### config.mk
export PLATFORM = sky130hd
export DESIGN_NAME = sync_fifo_param_flat
export DESIGN_NICKNAME = d
export VERILOG_FILES = /design/src/rtl/sync_fifo_param_if.sv /design/src/rtl/sync_fifo_param.sv /design/src/flat_wrapper.sv
export SDC_FILE = /design/constraint.sdc
export NUM_CORES = 1
export LEC_CHECK = 0
export ABC_CLOCK_PERIOD_IN_PS = 2020
export CAP_MARGIN = 10
export CORE_MARGIN = 2
export CORE_UTILIZATION = 50
export DETAILED_ROUTE_END_ITERATION = 12
export MAX_ROUTING_LAYER = met4
export PLACE_DENSITY = 0.77
export SETUP_SLACK_MARGIN = 0.05
export SLEW_MARGIN = 20
export SYNTH_ARGS = -nofsm -noshare
export SYNTH_HDL_FRONTEND = slang
export SYNTH_SLANG_ARGS = --single-unit
### constraint.sdc
create_clock -name i_clk -period 2.02 [get_ports i_clk]
set_input_delay 0.202 -clock i_clk [delete_from_list [all_inputs] [get_ports i_clk]]
set_output_delay 0.202 -clock i_clk [all_outputs]
set_load 0.01 [all_outputs]
### src/rtl/sync_fifo_param_if.sv
// sync_fifo_param_if: producer/consumer handshake and status bundle for sync_fifo_param
interface sync_fifo_param_if #(
    parameter int DATA_W = 4,
    parameter int ADDR_W = 3
);
    logic              i_wen;
    logic              i_ren;
    logic              i_clr_err;
    logic [DATA_W-1:0] data_in;
    logic [DATA_W-1:0] data_out;
    logic              rd_valid;
    logic              full_flag;
    logic              empty_flag;
    logic              almost_full;
    logic              almost_empty;
    logic [ADDR_W:0]   count;
    logic              overflow_flag;
    logic              underflow_flag;

    modport master (
        output i_wen, i_ren, i_clr_err, data_in,
        input  data_out, rd_valid, full_flag, empty_flag, almost_full, almost_empty,
               count, overflow_flag, underflow_flag
    );

    modport slave (
        input  i_wen, i_ren, i_clr_err, data_in,
        output data_out, rd_valid, full_flag, empty_flag, almost_full, almost_empty,
               count, overflow_flag, underflow_flag
    );
endinterface

### src/rtl/sync_fifo_param.sv
// sync_fifo_param: single-clock FIFO with occupancy, almost thresholds and read-valid strobe.
// Define FIFO_ERR_FLAGS_EN to build the sticky overflow/underflow flags; otherwise they read 0.
module sync_fifo_param #(
    parameter int DATA_W = 4,
    parameter int ADDR_W = 3,
    parameter int AF_TH  = 6,
    parameter int AE_TH  = 2
) (
    input logic               i_clk,
    input logic               i_rst,
    sync_fifo_param_if.slave  bus
);
    localparam int DEPTH = 1 << ADDR_W;
    localparam logic [ADDR_W:0] DEPTH_C = {1'b1, {ADDR_W{1'b0}}};
    localparam logic [ADDR_W:0] AF_C = (ADDR_W+1)'(AF_TH);
    localparam logic [ADDR_W:0] AE_C = (ADDR_W+1)'(AE_TH);

    logic [DATA_W-1:0] mem_q [DEPTH];
    logic [ADDR_W:0]   wr_ptr_q, wr_ptr_d, rd_ptr_q, rd_ptr_d, count_q, count_d;
    logic [DATA_W-1:0] dout_q, dout_d;
    logic              rd_valid_q, rd_valid_d;
    logic              full_q, full_d, empty_q, empty_d, af_q, af_d, ae_q, ae_d;
    logic              ovf_q, ovf_d, unf_q, unf_d;
    logic              wr_acc, rd_acc;

    // Acceptance looks only at the registered flags, so a full FIFO refuses writes even alongside a read
    always_comb begin
        wr_acc     = bus.i_wen && !full_q;
        rd_acc     = bus.i_ren && !empty_q;
        wr_ptr_d   = wr_acc ? wr_ptr_q + 1'b1 : wr_ptr_q;
        rd_ptr_d   = rd_acc ? rd_ptr_q + 1'b1 : rd_ptr_q;
        count_d    = (wr_acc && !rd_acc) ? count_q + 1'b1 :
                     (rd_acc && !wr_acc) ? count_q - 1'b1 : count_q;
        dout_d     = rd_acc ? mem_q[rd_ptr_q[ADDR_W-1:0]] : dout_q;
        rd_valid_d = rd_acc;
        full_d     = count_d == DEPTH_C;
        empty_d    = count_d == '0;
        af_d       = count_d >= AF_C;
        ae_d       = count_d <= AE_C;
`ifdef FIFO_ERR_FLAGS_EN
        ovf_d      = (bus.i_wen && full_q) || (ovf_q && !bus.i_clr_err);
        unf_d      = (bus.i_ren && empty_q) || (unf_q && !bus.i_clr_err);
`else
        ovf_d      = 1'b0;
        unf_d      = 1'b0;
`endif
    end

`ifndef FIFO_ERR_FLAGS_EN
    logic unused_clr_err;
    assign unused_clr_err = bus.i_clr_err;
`endif

    always_ff @(posedge i_clk) begin
        if (i_rst) begin
            wr_ptr_q   <= '0;
            rd_ptr_q   <= '0;
            count_q    <= '0;
            dout_q     <= '0;
            rd_valid_q <= 1'b0;
            full_q     <= 1'b0;
            empty_q    <= 1'b1;
            af_q       <= AF_TH == 0;
            ae_q       <= 1'b1;
            ovf_q      <= 1'b0;
            unf_q      <= 1'b0;
        end else begin
            wr_ptr_q   <= wr_ptr_d;
            rd_ptr_q   <= rd_ptr_d;
            count_q    <= count_d;
            dout_q     <= dout_d;
            rd_valid_q <= rd_valid_d;
            full_q     <= full_d;
            empty_q    <= empty_d;
            af_q       <= af_d;
            ae_q       <= ae_d;
            ovf_q      <= ovf_d;
            unf_q      <= unf_d;
        end
    end

    always_ff @(posedge i_clk) begin
        if (!i_rst && wr_acc) mem_q[wr_ptr_q[ADDR_W-1:0]] <= bus.data_in;
    end

    assign bus.data_out       = dout_q;
    assign bus.rd_valid       = rd_valid_q;
    assign bus.full_flag      = full_q;
    assign bus.empty_flag     = empty_q;
    assign bus.almost_full    = af_q;
    assign bus.almost_empty   = ae_q;
    assign bus.count          = count_q;
    assign bus.overflow_flag  = ovf_q;
    assign bus.underflow_flag = unf_q;
endmodule
### src/flat_wrapper.sv
// flat-port wrapper written by rule: the top's interface ports become plain ports
module sync_fifo_param_flat 
#(
    parameter int DATA_W = 4,
    parameter int ADDR_W = 3,
    parameter int AF_TH  = 6,
    parameter int AE_TH  = 2
)
  (i_clk, i_rst, bus_i_wen, bus_i_ren, bus_i_clr_err, bus_data_in, bus_data_out, bus_rd_valid, bus_full_flag, bus_empty_flag, bus_almost_full, bus_almost_empty, bus_count, bus_overflow_flag, bus_underflow_flag);
  sync_fifo_param_if #(.DATA_W(DATA_W), .ADDR_W(ADDR_W)) bus_i ();
  input logic i_clk;
  input logic i_rst;
  input wire logic [$bits(bus_i.i_wen)-1:0] bus_i_wen;
  input wire logic [$bits(bus_i.i_ren)-1:0] bus_i_ren;
  input wire logic [$bits(bus_i.i_clr_err)-1:0] bus_i_clr_err;
  input wire logic [$bits(bus_i.data_in)-1:0] bus_data_in;
  output wire logic [$bits(bus_i.data_out)-1:0] bus_data_out;
  output wire logic [$bits(bus_i.rd_valid)-1:0] bus_rd_valid;
  output wire logic [$bits(bus_i.full_flag)-1:0] bus_full_flag;
  output wire logic [$bits(bus_i.empty_flag)-1:0] bus_empty_flag;
  output wire logic [$bits(bus_i.almost_full)-1:0] bus_almost_full;
  output wire logic [$bits(bus_i.almost_empty)-1:0] bus_almost_empty;
  output wire logic [$bits(bus_i.count)-1:0] bus_count;
  output wire logic [$bits(bus_i.overflow_flag)-1:0] bus_overflow_flag;
  output wire logic [$bits(bus_i.underflow_flag)-1:0] bus_underflow_flag;
  assign bus_i.i_wen = bus_i_wen;
  assign bus_i.i_ren = bus_i_ren;
  assign bus_i.i_clr_err = bus_i_clr_err;
  assign bus_i.data_in = bus_data_in;
  assign bus_data_out = bus_i.data_out;
  assign bus_rd_valid = bus_i.rd_valid;
  assign bus_full_flag = bus_i.full_flag;
  assign bus_empty_flag = bus_i.empty_flag;
  assign bus_almost_full = bus_i.almost_full;
  assign bus_almost_empty = bus_i.almost_empty;
  assign bus_count = bus_i.count;
  assign bus_overflow_flag = bus_i.overflow_flag;
  assign bus_underflow_flag = bus_i.underflow_flag;
  sync_fifo_param #(.DATA_W(DATA_W), .ADDR_W(ADDR_W), .AF_TH(AF_TH), .AE_TH(AE_TH)) u_core (.i_clk(i_clk), .i_rst(i_rst), .bus(bus_i));
endmodule
# [Yosys cells after proc, flatten, opt, wreduce, memory -nomap -nowiden]
# Memories as Yosys holds them, arrays and structs flattened. A register that Yosys moved wholly into a read port is not among the register bits.
# Index checks and enable logic that the tools add are counted.
[totals] n_memories=1 ff_bits=17 out_inout_bits=15 mem_bits_rw=32
[classes] n_eq_ne=1 order_cmp=2 reduce_logical=11 muxes=4 addsub=4
[mem_list] memory="u_core.mem_q" depth=8 word_bits=4 rd=1 rd_clocked_by_memory_dff=1 wr=1 line="sync_fifo_param.sv:18" text="logic [DATA_W-1:0] mem_q [DEPTH];"
[op_table] operator="$add A4 B1 Y4 const B" n=3
[op_table] operator="$mux W4" n=2
[op_table] operator="$logic_and A1 B1 Y1" n=5
[op_table] operator="$logic_not A1 Y1" n=5
[op_table] operator="$eq A4 B4 Y1 const B" n=1
[op_table] operator="$ge A4 B3 Y1 const B" n=1
[op_table] operator="$le A4 B2 Y1 const B" n=1
[op_table] operator="$logic_not A4 Y1" n=1
[op_table] operator="$sub A4 B1 Y4 const B" n=1
[op_table] operator="$mux W1" n=2

# [Longest topological paths before layout]
[logic_depth] ltp_word=7 ltp_mapped=7

# [Worst setup path before layout]
# OpenSTA, ideal clock, no wires.
[synth_path] kind="register -> register" from="register u_core.count_q[0], in the netlist u_core.bus.count[0]" to="register u_core.full_q, in the netlist u_core.bus.full_flag" stages_incl_launch_ff=6 arrival_time_ps=1606 setup_slack_ps=341 setup_ps=73 cell_sequence="dfxtp_1 inv_1 ha_1 or3_1 a31oi_1 nor3b_2"
[synth_via] elab_chain_cells=4 word_cells_on_any_way=5
[synth_lines] element="from (decl)" line="sync_fifo_param.sv:19" text="logic [ADDR_W:0] wr_ptr_q, wr_ptr_d, rd_ptr_q, rd_ptr_d, count_q, count_d;"
[synth_lines] element="from (signal assigned)" line="sync_fifo_param.sv:70" text="count_q <= count_d;"
[synth_lines] element="$sub A4 B1 Y4" line="sync_fifo_param.sv:33" text="(rd_acc && !wr_acc) ? count_q - 1'b1 : count_q;"
[synth_lines] element="$mux W4" line="sync_fifo_param.sv:33"
[synth_lines] element="$mux W4 *" line="sync_fifo_param.sv:32" text="count_d = (wr_acc && !rd_acc) ? count_q + 1'b1 :"
[synth_lines] element="$eq A4 B4 Y1 *" line="sync_fifo_param.sv:36" text="full_d = count_d == DEPTH_C;"
[synth_lines] element="to (signal assigned)" line="sync_fifo_param.sv:73" text="full_q <= full_d;"
[synth_lines] element="to (decl)" line="sync_fifo_param.sv:22" text="logic full_q, full_d, empty_q, empty_d, af_q, af_d, ae_q, ae_d;"
# Every way passes the cells marked *; elsewhere a longest branch is shown, timed or not.
# A chain may end at the register's enable or synchronous reset.

# [Worst setup path after layout]
# Same ends and word-level chain as after synthesis.

==> flow_summary.ini <==
[status]
status = finished clean

[sta]
setup-tns-final_ns = 0
hold_viol_final = 0
finalClockSkew_ns = 0.00490
clock.fmax_ghz = 0.611
setup_viol = 0
whs_ns = 0.508
finalCritPeriodShare_pct = 81.1
slew_viol_final = 0
min_period_ns = 1.64
rsz0062_at_grt = no

[die]
io_pins = 24
start_util_pct = 52.5
die_h_um = 69.3
fp.dieW_um = 69.3
dieArea_mm2 = 0.00480
fp-row-count = 23
core_mm2 = 0.00406

[layout]
n_antenna_cell = 0
nNetsFinal = 196
area_delta_synth_final_pct = 18.4
fin_util_pct = 62.2
final_layout_size_suffix_gt1_share_pct = 16.3

[logic_synthesis]
ys_top_cells_by_count = edfxtp_1, nor2_1, dfxtp_1
yosysWarnings = 0
ys.flop_type = edfxtp_1
yosysMostFrequentCell = edfxtp_1
netlist_area_mm2 = 0.00213
ys_ff_latch = 51
avgSynthCellArea_um2 = 13.7
synth_cell_type_count = 37
synth_edf_count = 32
syn_inst = 155
synth.top_cell.area_share_pct = 45.1
yosysSeqAreaShare_pct = 62.9
yosys.area.top_type = edfxtp_1
synthTopCellsByArea = edfxtp_1, dfxtp_1, mux4_2, nor2_1, ha_1
ys_async_sr_fraction_pct = 0

[critical_path]
cpMaxStageDelayCell = ha_1
startpoint_type = register
r2r_start = u_core.bus.count[0]$_SDFF_PP0_
worstPathMaxFanout = 6
path_cells = inv_1 -> ha_1 -> or3_1 -> a31oi_1 -> nor3b_2
worstPathRequired_ns = 2.26
arrival_ns = 1.87
crit_family = simple AND/OR/NAND/NOR gates
critPathBufInv = 1
worstSetupStartpoint = u_core.bus.count[0]$_SDFF_PP0_
worst-setup-path-type = reg2reg
max_stage_delay_ns = 0.38
critPathCaptureType = register

[drt]
drt-total-wl_um = 3870
wl_per_cell_um = 16.5
vias_per_cell = 5.52
via_count = 1291
drtIter0Drc = 108
drc_errors = 0
postRouteAntennaNets = 0
firstDrtPassIters = 4

[clock_network]
postCtsResizedCells = 0
cts_buffers = 5
clk_latency_ns = 0.30
cts.path.max_buffers = 2
clk_pin_slew_worst_paths_ns = 0.09
post-cts-setup-buffers = 0
cts-root-buf = clkbuf_8
h-tree-depth = 2
clock_sinks = 51
holdBufCountCts = 0
cts_tree = built

[place]
hpwlAfterDp_um = 2740
gp_congestion = 0.793
io_buffers = 20

[global_route]
grt_pass1_wl_um = 6400
overflow = 0
grt_max_degree = 20
antenna_found_initial = 0
grtUsageTotal_pct = 18.3
grt_pass1_vias = 1302

[hold_path]
hold_path.startpoint = u_core.bus.data_out[3]$_SDFFE_PP0P_
hold_path.class = reg2reg

[power]
pwr_density_cell_mw_per_mm2 = 953
ir_drop_v = 0.000515
leakage_nw = 0.869
total_power_mw = 2.40

[run]
maxCapViolations = 0
-- final timing paths --
path	slack (ns)	cells past startpoint	end
worst max-delay path	0.38	5	u_core.bus.full_flag$_SDFF_PP0_
worst min-delay path	0.51	2	u_core.bus.data_out[3]$_SDFFE_PP0P_
worst max register to register	0.38	5	u_core.bus.full_flag$_SDFF_PP0_
worst min register to register	0.51	2	u_core.bus.data_out[3]$_SDFFE_PP0P_
-- cell families (layout without fill, tap and decap cells) --
family / Yosys count / count (layout) / synth area share (%)
AND/OR/NAND/NOR: 53 / 53 / 13.1
flip-flops: 51 / 51 / 62.9
AO/OA/AOI/OAI: 18 / 18 / 6.11
multiplexers: 12 / 12 / 10.3
buffers and inverters: 11 / 39 / 2.58
XOR/XNOR: 5 / 5 / 2.41
adder cells (fa/ha/maj): 4 / 4 / 2.35
other: 1 / 2 / 0.176
-- stage by stage --
step                setup slack [ns]  std cells  cell area [µm²]
global placement               0.106        226             2410
global route                   0.284        234             2520
detailed placement            0.0559        226             2410
CTS                            0.378        234             2520
floorplan                      0.341        156             2130
finish                         0.383        234             2520
-- layout make-up --
class | count | area [µm²]
clock buffer | 6 | 72.6
clock inverter | 2 | 37.5
fill | 300 | 1530
inverter | 3 | 11.3
multi-input combinational | 94 | 738
sequential | 51 | 1340
tap | 50 | 62.6
timing repair buffer | 28 | 260
-- state kept, by name (all words and copies together) (netlist names) --
name / flops
u_core.bus.almost_empty: 1
u_core.bus.almost_full: 1
u_core.bus.empty_flag: 1
u_core.rd_ptr_q: 3
u_core.wr_ptr_q: 3
u_core.bus.rd_valid: 1
u_core.bus.data_out: 4
u_core.bus.count: 4
u_core.bus.full_flag: 1
u_core.mem_q: 32
-- cells in the final DEF, fill, tap and decap left out, types with 2 or more instances in the layout --
cell type and count:
inv_1 3, a21oi_1 5, nand3_1 2, mux2i_1 4
edfxtp_1 32, buf_4 8, nand2_1 11, a211oi_1 5
clkbuf_8 5, nor2_1 20, nand3b_1 3, mux4_2 8
nand2b_1 2, ha_1 4, conb_1 2, clkdlybuf4s50_1 20
nor4_1 3, nor3_1 4, o22ai_1 2, xor2_1 3
dfxtp_1 19
-- where the power goes --
group / switching (mW) / total, mW / internal (mW)
combinational: 0.247 / 0.504 / 0.257
clock: 0.325 / 0.695 / 0.369
sequential: 0.0384 / 1.21 / 1.17
total: 0.610 / 2.40 / 1.79
-- routing by layer --
layer / routed length [µm] / up-vias / share of wire (%) / global-route usage, %
li1: - / 626 / - / -
met1: 1610 / 629 / 42 / 20.5
met2: 2050 / 28 / 53 / 31.4
met3: 165 / 8 / 4.3 / 5.81
met4: 46 / 0 / 1.2 / 5.23
met5: 0 / - / 0 / -
-- worst reg2reg max path: cells and delay by family, from the launching register on --
kind                     cells  cell delay, ns
AND/OR/NAND/NOR              2            0.56
buffers and inverters        1            0.10
adder cells (fa/ha/maj)      1            0.38
flip-flops                   1            0.34
AO/OA/AOI/OAI                1            0.18
Power figures use the tool's default switching activity.
